--- config.mk ---
export PLATFORM = sky130hd
export DESIGN_NAME = mips_run_monitor
export DESIGN_NICKNAME = d
export VERILOG_FILES = /design/src/rtl/mips_run_monitor.sv
export SDC_FILE = /design/constraint.sdc
export NUM_CORES = 1
export LEC_CHECK = 0
export BUFFER_PORTS_ARGS = -buffer_cell sky130_fd_sc_hd__buf_2
export CORE_UTILIZATION = 60
export CTS_CLUSTER_SIZE = 12
export DETAILED_ROUTE_END_ITERATION = 12
export HOLD_SLACK_MARGIN = 0.08
export PLACE_DENSITY = 0.78
export SYNTH_ARGS = -nofsm -noshare
export SYNTH_HDL_FRONTEND = slang
export SYNTH_SLANG_ARGS = --single-unit
--- constraint.sdc ---
create_clock -name clk -period 5.6 [get_ports clk]
set_input_delay 0.28 -clock clk [delete_from_list [all_inputs] [get_ports clk]]
set_output_delay 0.28 -clock clk [all_outputs]
set_load 0.01 [all_outputs]
--- src/rtl/mips_run_monitor.sv ---
// Run harness for mips_16bit: sequences CPU reset, traces (pc, alu_result) on pc change,
// flags a stuck PC and counts run cycles. Define MON_BREAK_EN to enable the pc breakpoint.
module mips_run_monitor #(
    parameter int PC_W     = 16,
    parameter int DATA_W   = 16,
    parameter int DEPTH    = 16,
    parameter int RST_HOLD = 5,
    parameter int HANG_CYC = 8,
    parameter int CNT_W    = 32
) (
    input  logic                     clk,
    input  logic                     reset_n,
    input  logic                     clr,
    input  logic [PC_W-1:0]          pc_in,
    input  logic [DATA_W-1:0]        result_in,
    output logic                     cpu_reset,
    input  logic                     rd_en,
    output logic                     rd_valid,
    output logic [PC_W-1:0]          rd_pc,
    output logic [DATA_W-1:0]        rd_result,
    output logic [$clog2(DEPTH):0]   trace_count,
    output logic                     overflow,
    output logic                     hang,
    output logic [1:0]               state,
    output logic [CNT_W-1:0]         cycle_count,
    input  logic                     bp_en,
    input  logic [PC_W-1:0]          bp_addr
);
    localparam int AW     = $clog2(DEPTH);
    localparam int CW     = AW + 1;
    localparam int HOLD_W = $clog2(RST_HOLD + 1);
    localparam int SAME_W = $clog2(HANG_CYC);
    localparam logic [HOLD_W-1:0] HOLD_LAST = HOLD_W'(RST_HOLD - 1);
    localparam logic [SAME_W-1:0] HANG_LAST = SAME_W'(HANG_CYC - 1);
    localparam logic [CW-1:0]     FULL_CNT  = CW'(DEPTH);

    typedef enum logic [1:0] {
        ST_HOLD = 2'b00,
        ST_RUN  = 2'b01,
        ST_STOP = 2'b10
    } state_t;

    state_t                   state_reg, state_next;
    logic [HOLD_W-1:0]        hold_cnt_reg;
    logic [SAME_W-1:0]        same_cnt_reg;
    logic [PC_W-1:0]          last_pc_reg;
    logic                     first_reg;
    logic [AW-1:0]            wr_ptr_reg, rd_ptr_reg;
    logic [CW-1:0]            count_reg;
    logic [PC_W+DATA_W-1:0]   mem [DEPTH];
    logic                     rd_valid_reg, overflow_reg, hang_reg;
    logic [PC_W-1:0]          rd_pc_reg;
    logic [DATA_W-1:0]        rd_result_reg;
    logic [CNT_W-1:0]         cycle_count_reg;

    logic run, pc_same, capture, hang_hit, bp_hit;
    logic full, empty, pop, push, drop;

    assign run      = (state_reg == ST_RUN);
    // The first RUN cycle after reset/clr always counts as a pc change.
    assign pc_same  = !first_reg && (pc_in == last_pc_reg);
    assign capture  = run && !pc_same;
    assign hang_hit = run && pc_same && (same_cnt_reg == HANG_LAST);

`ifdef MON_BREAK_EN
    assign bp_hit = capture && bp_en && (pc_in == bp_addr);
`else
    logic bp_unused;
    assign bp_unused = bp_en ^ (^bp_addr);
    assign bp_hit    = 1'b0;
`endif

    assign full  = (count_reg == FULL_CNT);
    assign empty = (count_reg == '0);
    assign pop   = rd_en && !empty;
    // A pop in the same cycle frees the slot, so a full FIFO still accepts the push.
    assign push  = capture && (!full || pop);
    assign drop  = capture && full && !pop;

    always_ff @(posedge clk or negedge reset_n) begin
        if (!reset_n) state_reg <= ST_HOLD;
        else          state_reg <= state_next;
    end

    always_comb begin
        state_next = state_reg;
        if (clr) begin
            state_next = ST_HOLD;
        end else begin
            case (state_reg)
                ST_HOLD: if (hold_cnt_reg == HOLD_LAST) state_next = ST_RUN;
                ST_RUN:  if (hang_hit || bp_hit)        state_next = ST_STOP;
                ST_STOP: state_next = ST_STOP;
                default: state_next = ST_HOLD;
            endcase
        end
    end

    always_ff @(posedge clk) begin
        if (push && !clr) mem[wr_ptr_reg] <= {pc_in, result_in};
    end

    always_ff @(posedge clk or negedge reset_n) begin
        if (!reset_n) begin
            hold_cnt_reg    <= '0;
            same_cnt_reg    <= '0;
            last_pc_reg     <= '0;
            first_reg       <= 1'b1;
            wr_ptr_reg      <= '0;
            rd_ptr_reg      <= '0;
            count_reg       <= '0;
            rd_valid_reg    <= 1'b0;
            rd_pc_reg       <= '0;
            rd_result_reg   <= '0;
            overflow_reg    <= 1'b0;
            hang_reg        <= 1'b0;
            cycle_count_reg <= '0;
        end else if (clr) begin
            hold_cnt_reg    <= '0;
            same_cnt_reg    <= '0;
            first_reg       <= 1'b1;
            wr_ptr_reg      <= '0;
            rd_ptr_reg      <= '0;
            count_reg       <= '0;
            rd_valid_reg    <= 1'b0;
            overflow_reg    <= 1'b0;
            hang_reg        <= 1'b0;
            cycle_count_reg <= '0;
        end else begin
            hold_cnt_reg <= (state_reg == ST_HOLD) ? hold_cnt_reg + 1'b1 : '0;
            rd_valid_reg <= pop;
            if (pop) begin
                {rd_pc_reg, rd_result_reg} <= mem[rd_ptr_reg];
                rd_ptr_reg <= rd_ptr_reg + 1'b1;
            end
            if (push) wr_ptr_reg <= wr_ptr_reg + 1'b1;
            case ({push, pop})
                2'b10:   count_reg <= count_reg + CW'(1);
                2'b01:   count_reg <= count_reg - CW'(1);
                default: count_reg <= count_reg;
            endcase
            if (drop) overflow_reg <= 1'b1;
            if (run) begin
                if (cycle_count_reg != '1) cycle_count_reg <= cycle_count_reg + 1'b1;
                last_pc_reg  <= pc_in;
                first_reg    <= 1'b0;
                same_cnt_reg <= pc_same ? same_cnt_reg + 1'b1 : '0;
                if (hang_hit) hang_reg <= 1'b1;
            end
        end
    end

    assign cpu_reset   = (state_reg != ST_RUN);
    assign state       = state_reg;
    assign rd_valid    = rd_valid_reg;
    assign rd_pc       = rd_pc_reg;
    assign rd_result   = rd_result_reg;
    assign trace_count = count_reg;
    assign overflow    = overflow_reg;
    assign hang        = hang_reg;
    assign cycle_count = cycle_count_reg;
endmodule
==> results of run 1 <==
kinds of logic after synthesis:
group                      count (synthesis)  synth area share, %
DFF                                      617                73.74
and+or+nand+nor                          232                4.884
muxes                                    202                16.68
buffers and inverters                     69                1.117
AOI/OAI and AO/OA                         46                1.112
xor gates and xnor gates                  45                1.614
adders and majority gates                 16               0.8508
where the power goes:
part	internal, mW	switching (mW)	leakage, nW
clock network	2.05	1.63	0.832
logic	0.527	0.503	2.50
registers	5.17	0.151	5.97
total	7.74	2.28	9.31
area by class of cell:
class	count	area, um2	share of cell area [%]
well taps	525	656.9	2.377
flip-flops and latches	617	18010	65.17
inverters	13	48.80	0.1765
clock buffers	97	1650	5.971
clock inverters	12	95.09	0.3440
multi-input cells	541	6170	22.32
repair buffers	156	1006	3.639
per-stage QoR:
stage,worst slack (ns),instance area (um2)
after floorplan,2.799,24410
after detailed placement,1.921,25560
after global placement,2.006,25560
final,1.935,27640
after global routing,1.749,27640
after CTS,1.993,27640
critical path, stage by stage:
cell	delay, ns
dlygate4sd3_1	0.57
buf_2	0.30
xnor2_1	0.18
nand4_1	0.16
nor4_2	0.74
a21oi_1	0.35
nor2_1	0.35
ha_1	0.33
a21o_1	0.17
a21o_1	0.22
nor4b_1	0.25
mux2i_1	0.12
a31oi_1	0.15
worst paths after layout:
path	startpoint	endpoint	cells past startpoint
max	pc_in[0]	trace_count[4]	13
min	rd_en	trace_count[4]	4
max reg2reg	state[1]	mem[3][26]	5
min reg2reg	hold_cnt_reg[0]	hold_cnt_reg[0]	1
max in group asynchronous	reset_n	rd_ptr_reg[0]	3
min in group asynchronous	reset_n	rd_result[2]	2
layer usage:
layer / share of wire (%) / vias to the layer above
met5: 0 / -
met4: 2.3 / 0
met3: 7.0 / 101
met2: 51 / 527
met1: 40 / 6447
li1: - / 5274
placed cells by master (no fill, tap or decap), types with 4 or more instances in the layout:
cell type,count
nand3_1,18
and2_1,4
xor2_1,7
buf_2,109
clkbuf_16,60
a21o_1,5
o21ai_0,10
dfrtp_1,100
clkinv_1,6
inv_1,12
nor3_1,17
a31oi_1,4
nor4_1,7
and4_1,6
nor2b_1,5
nand4_1,11
dlygate4sd3_1,33
clkbuf_1,36
nor2_1,44
mux2_2,38
mux2i_1,4
mux4_2,160
and3_2,16
and3_1,6
edfxtp_1,512
ha_1,15
buf_4,12
a21oi_1,18
nand2_1,71
xnor2_1,38
or3_1,8
what timing repair did:
action	4_1_cts	5_1_grt
hold endpoints to repair	573	0
setup buffers	0	0
hold buffers	33	0
setup endpoints to repair	0	0
==> impl_metrics.py, run 1 <==
metrics = {
    "outcome": {
        "status": "completed",
    },
    "detailed_routing": {
        "vias_per_cell": 6.297,
        "num_vias": 12350,
        "drc": 0,
        "wire_per_inst_um": 26.24,
        "ant_nets": 0,
        "drt_first_iter_violations": 1157,
        "routed_wl_mm": 51.46,
        "drt-pass1-iter-count": 6,
    },
    "yosys": {
        "synth_cells": 1227,
        "avgSynthCellArea_um2": 19.90,
        "synth_seq_cells": 617,
        "synth.largest_area_cell": "edfxtp_1",
        "async_reset_ff_share_pct": 17.02,
        "synth_top_area_share_pct": 62.98,
        "synthDistinctLibCells": 50,
        "syn_nets": 1296,
        "syn_area_um2": 24410,
        "seq_area_frac_synth_pct": 73.74,
        "synth_warnings": 0,
        "ys_top_cells_by_count": "edfxtp_1 (512), mux4_2 (160), dfrtp_1 (104)",
        "yosysMostFrequentCell": "edfxtp_1",
        "synth-edff-count": 512,
        "yosys-top-cells-area": "edfxtp_1 (63%), mux4_2 (15%), dfrtp_1 (11%), mux2_2 (1.8%), xnor2_1 (1.4%)",
        "synth_ff_type": "edfxtp_1",
    },
    "power_and_ir_drop": {
        "p_leak_nw": 9.309,
        "ir_worst_vdd_mv": 0.2363,
        "finalPower_mw": 10.02,
        "powerDensity_nw_per_um2": 362.6,
    },
    "grt": {
        "grt_pass1_vias": 12850,
        "top_usage_layer": "met2",
        "use_met2_pct": 43.03,
        "grt_use_met3_pct": 4.075,
        "grt_max_degree": 80,
        "antenna_found_initial": 0,
        "grt_usage_pct": 25.78,
        "grt_first_pass_wirelength_mm": 77.67,
        "use_met1_pct": 35.28,
        "overflow": 0,
    },
    "sta": {
        "finalSetupTns_ns": 0,
        "min_period_ns": 3.665,
        "tightest_slew_ns": 1.211,
        "rsz0062_at_grt": "no",
        "final.period_utilization_pct": 65.45,
        "slew_violations": 0,
        "timing.fmax_mhz": 272.9,
        "holdWs_ns": 0.1261,
        "skew_ns": 0.02556,
        "finalHoldViolCount": 0,
        "setup_viol": 0,
        "slew_headroom_pct": 19.25,
    },
    "clock_tree": {
        "cts-root-buf": "clkbuf_16",
        "clock_sinks": 617,
        "clkTransAtPathRegs_ns": 0.06,
        "cts_max_level": 2,
        "clk_latency_ns": 0.62,
        "cts_inserted_buffers": 60,
        "cts_tree": "built",
        "cts_resized": 0,
        "clock_tree.buffer_depth": 3,
    },
    "die": {
        "die-area_um2": 41500,
        "core_um2": 39910,
        "rows": 73,
        "die_h_um": 203.7,
        "start_util_pct": 61.16,
        "dieWidth_um": 203.7,
        "io_pins": 128,
    },
    "finish": {
        "fill_cells": 2420,
        "final_nets": 1458,
        "area_growth_pct": 13.22,
        "n_antenna_cell": 0,
        "largest_reg_flops": 512,
        "drive_gt1_share_pct": 29.18,
        "post-route-util_pct": 69.25,
        "finalNonFillerCells": 1961,
    },
    "flow_run": {
        "maxCapViolations": 0,
    },
    "setup_path": {
        "required_ns": 6.13,
        "crit_path_end_kind": "flop",
        "path_class": "in2reg",
        "reg2reg_slack_ns": 1.97,
        "cp-start-kind": "input pin",
        "crit_arrival_ns": 4.20,
        "crit_fanout": 18,
    },
    "placement": {
        "place_inst": 1819,
        "port_buffers": 110,
        "place_congestion": 0.8254,
        "place_hpwl_mm": 26.73,
    },
    "hold_path": {
        "hp-class": "in2reg",
    },
}
Power figures use the tool's default switching activity.
==> run 2: changes to the inputs <==
Settings changed: ABC_AREA set to 1, CORE_UTILIZATION 60 to 55, PLACE_DENSITY 0.78 to 0.76.
Clock period 5.6 ns to 3 ns, I/O delays scaled along.
==> run 2 against run 1 <==
Synthesized area is 3.7% higher. Routed wire length is 24% higher. Clock power is 89% higher. Core utilization is 5.2 points lower. Setup slack worse by 1.6 ns. Die area is 13% higher. Global-route usage is 1.7 points higher. Synthesized cell count is 70% higher. Register-to-register slack worse by 1.6 ns. First-iteration DRC count is 75% higher. Flip-flop and latch count stayed put.
==> impl_metrics.py, run 2 <==
metrics = {
    "finish": {
        "final_common_cell": "edfxtp_1",
        "mostFrequentLayoutCells": "edfxtp_1 (512), nor2_1 (331), o21ai_0 (323)",
        "post-route-util_pct": 64.01,
        "area_growth_pct": 14.70,
        "seq_area_um2": 18010,
        "design_area_um2": 29050,
        "finalNonFillerCells": 2885,
        "multi_input_area_um2": 6559,
        "drive_gt1_share_pct": 13.57,
        "fill_cells": 3320,
        "final_nets": 2309,
        "largest_reg_flops": 512,
    },
    "detailed_routing": {
        "num_vias": 17620,
        "ant_nets": 0,
        "vias_per_cell": 6.107,
        "drt-pass1-iter-count": 6,
        "drc": 0,
        "wire_per_inst_um": 22.10,
        "drt_first_iter_violations": 2030,
        "routed_wl_mm": 63.75,
    },
    "setup_path": {
        "reg2reg_slack_ns": 0.38,
        "crit_path_end_kind": "flop",
        "crit_fanout": 20,
        "required_ns": 3.26,
        "r2r-start": "last_pc_reg[10]",
        "crit_arrival_ns": 2.90,
        "r2r_cells": 16,
        "cp-start-kind": "input pin",
        "critical_path.startpoint": "pc_in[7]",
        "cp-endpoint": "mem[4][10]",
        "path_class": "in2reg",
        "r2r_end": "trace_count[4]",
    },
    "clock_tree": {
        "cts_setup_buffers": 0,
        "cts_inserted_buffers": 60,
        "clk_latency_ns": 0.63,
        "cts-root-buf": "clkbuf_16",
        "clock_sinks": 617,
        "clkTransAtPathRegs_ns": 0.06,
        "cts_tree": "built",
        "cts_max_level": 2,
        "postCtsHoldBufs": 36,
        "cts_resized": 0,
        "clock_tree.buffer_depth": 3,
    },
    "sta": {
        "fin_ws_ns": 0.3578,
        "rsz0062_at_grt": "no",
        "skew_ns": 0.02720,
        "final.period_utilization_pct": 88.07,
        "slew_violations": 0,
        "holdWs_ns": 0.1175,
        "finalSetupTns_ns": 0,
        "tightest_slew_ns": 0.9655,
        "finalHoldViolCount": 0,
        "setup_viol": 0,
        "min_period_ns": 2.642,
        "slew_headroom_pct": 35.64,
        "timing.fmax_mhz": 378.5,
    },
    "placement": {
        "pre_cts_ws_ns": 0.2961,
        "port_buffers": 110,
        "place_inst": 2742,
        "place_congestion": 0.8826,
        "place_hpwl_mm": 36.28,
        "placed_area_um2": 26890,
    },
    "grt": {
        "grt_usage_pct": 27.46,
        "antenna_found_initial": 1,
        "grt_pass1_vias": 17360,
        "overflow": 0,
        "grt_max_degree": 122,
        "grt_first_pass_wirelength_mm": 98.40,
    },
    "hold_path": {
        "hp-class": "in2async",
    },
    "die": {
        "dieWidth_um": 216.6,
        "rows": 78,
        "core_um2": 45380,
        "io_pins": 128,
        "die-area_um2": 46910,
        "start_util_pct": 55.80,
        "die_h_um": 216.6,
    },
    "yosys": {
        "syn_area_um2": 25320,
        "avgSynthCellArea_um2": 12.11,
        "async_reset_ff_share_pct": 17.02,
        "synthDistinctLibCells": 43,
        "synth.largest_area_cell": "edfxtp_1",
        "synth_seq_cells": 617,
        "synth-edff-count": 512,
        "synth_top_area_share_pct": 60.71,
        "synth_ff_type": "edfxtp_1",
        "seq_area_frac_synth_pct": 71.09,
        "yosysMostFrequentCell": "edfxtp_1",
        "yosys-top-cells-area": "edfxtp_1 (61%), dfrtp_1 (10%), o21ai_0 (6.4%), nor2_1 (5.0%), nand2_1 (3.2%)",
        "ys_top_cells_by_count": "edfxtp_1 (512), nor2_1 (337), o21ai_0 (323)",
        "synth_cells": 2092,
        "syn_nets": 2161,
        "synth_warnings": 0,
    },
    "flow_run": {
        "maxCapViolations": 0,
    },
    "power_and_ir_drop": {
        "p_leak_nw": 10.38,
        "finalPower_mw": 22.36,
        "powerDensity_nw_per_um2": 769.6,
        "ir_worst_vdd_mv": 0.5757,
    },
    "outcome": {
        "status": "completed",
    },
}
[run 2: cell types whose count changed in the layout (fill, tap and decap cells not counted), sizes merged, moves of 53 or more]
cell    change
nand3      +72
buf        +53
mux4      -160
o21ai     +340
nand2     +151
inv        +67
nor2      +298
o221ai     +92
[run 2: how the worst min path moves through the flow]
stage / start / endpoint / slack (ns) / cells past startpoint
global route: reset_n / cycle_count[24] / 0.16 / 2
global placement: reset_n / cycle_count[24] / 0.22 / 1
detailed placement: reset_n / cycle_count[24] / 0.23 / 1
finish: reset_n / cycle_count[24] / 0.12 / 2
floorplan: reset_n / cycle_count[0] / -0.15 / 0
CTS: reset_n / rd_ptr_reg[3] / 0.11 / 2
[run 2: kinds of logic (layout without fill, tap and decap cells)]
kind of cell / after synthesis / in the layout / synth area share [%]
buffers and inverters: 207 / 399 / 3.429
AOI/OAI and AO/OA: 518 / 518 / 12.16
and+or+nand+nor: 719 / 719 / 11.98
xor gates and xnor gates: 15 / 15 / 0.5188
other: 0 / 1 / 0
adders and majority gates: 16 / 16 / 0.8202
DFF: 617 / 617 / 71.09
[run 2: routing by layer]
layer | track usage [%] | wire length [um] | up-vias
li1 | - | - | 7914
met1 | 38.46 | 25650 | 8600
met2 | 43.82 | 30400 | 943
met3 | 3.747 | 5622 | 162
met4 | 10.94 | 2077 | 0
met5 | 0 | 0 | -
[run 2: power breakdown]
group / leakage, nW / switching, mW / total, mW / internal [mW]
registers: 5.96 / 0.400 / 10.2 / 9.83
clock network: 0.866 / 3.04 / 6.93 / 3.90
logic: 3.55 / 3.52 / 5.19 / 1.67
[run 2: final cells by class]
type,instances,area share [%]
Antenna cell,1,0.008615
Clock buffer,96,5.914
Clock inverter,10,0.2498
Inverter,81,1.073
Multi-Input combinational cell,1268,22.58
Sequential cell,617,62.01
Tap cell,600,2.584
Timing Repair Buffer,212,5.582
[run 2: worst max-delay path, stage by stage]
cell	delay, ns
dlygate4sd3_1	0.52
buf_2	0.28
inv_1	0.11
or2_2	0.28
nand3_1	0.08
nor2_1	0.07
nand3_2	0.13
nand2_2	0.11
nor2_2	0.22
nand3_1	0.36
nor2_4	0.19
buf_4	0.38
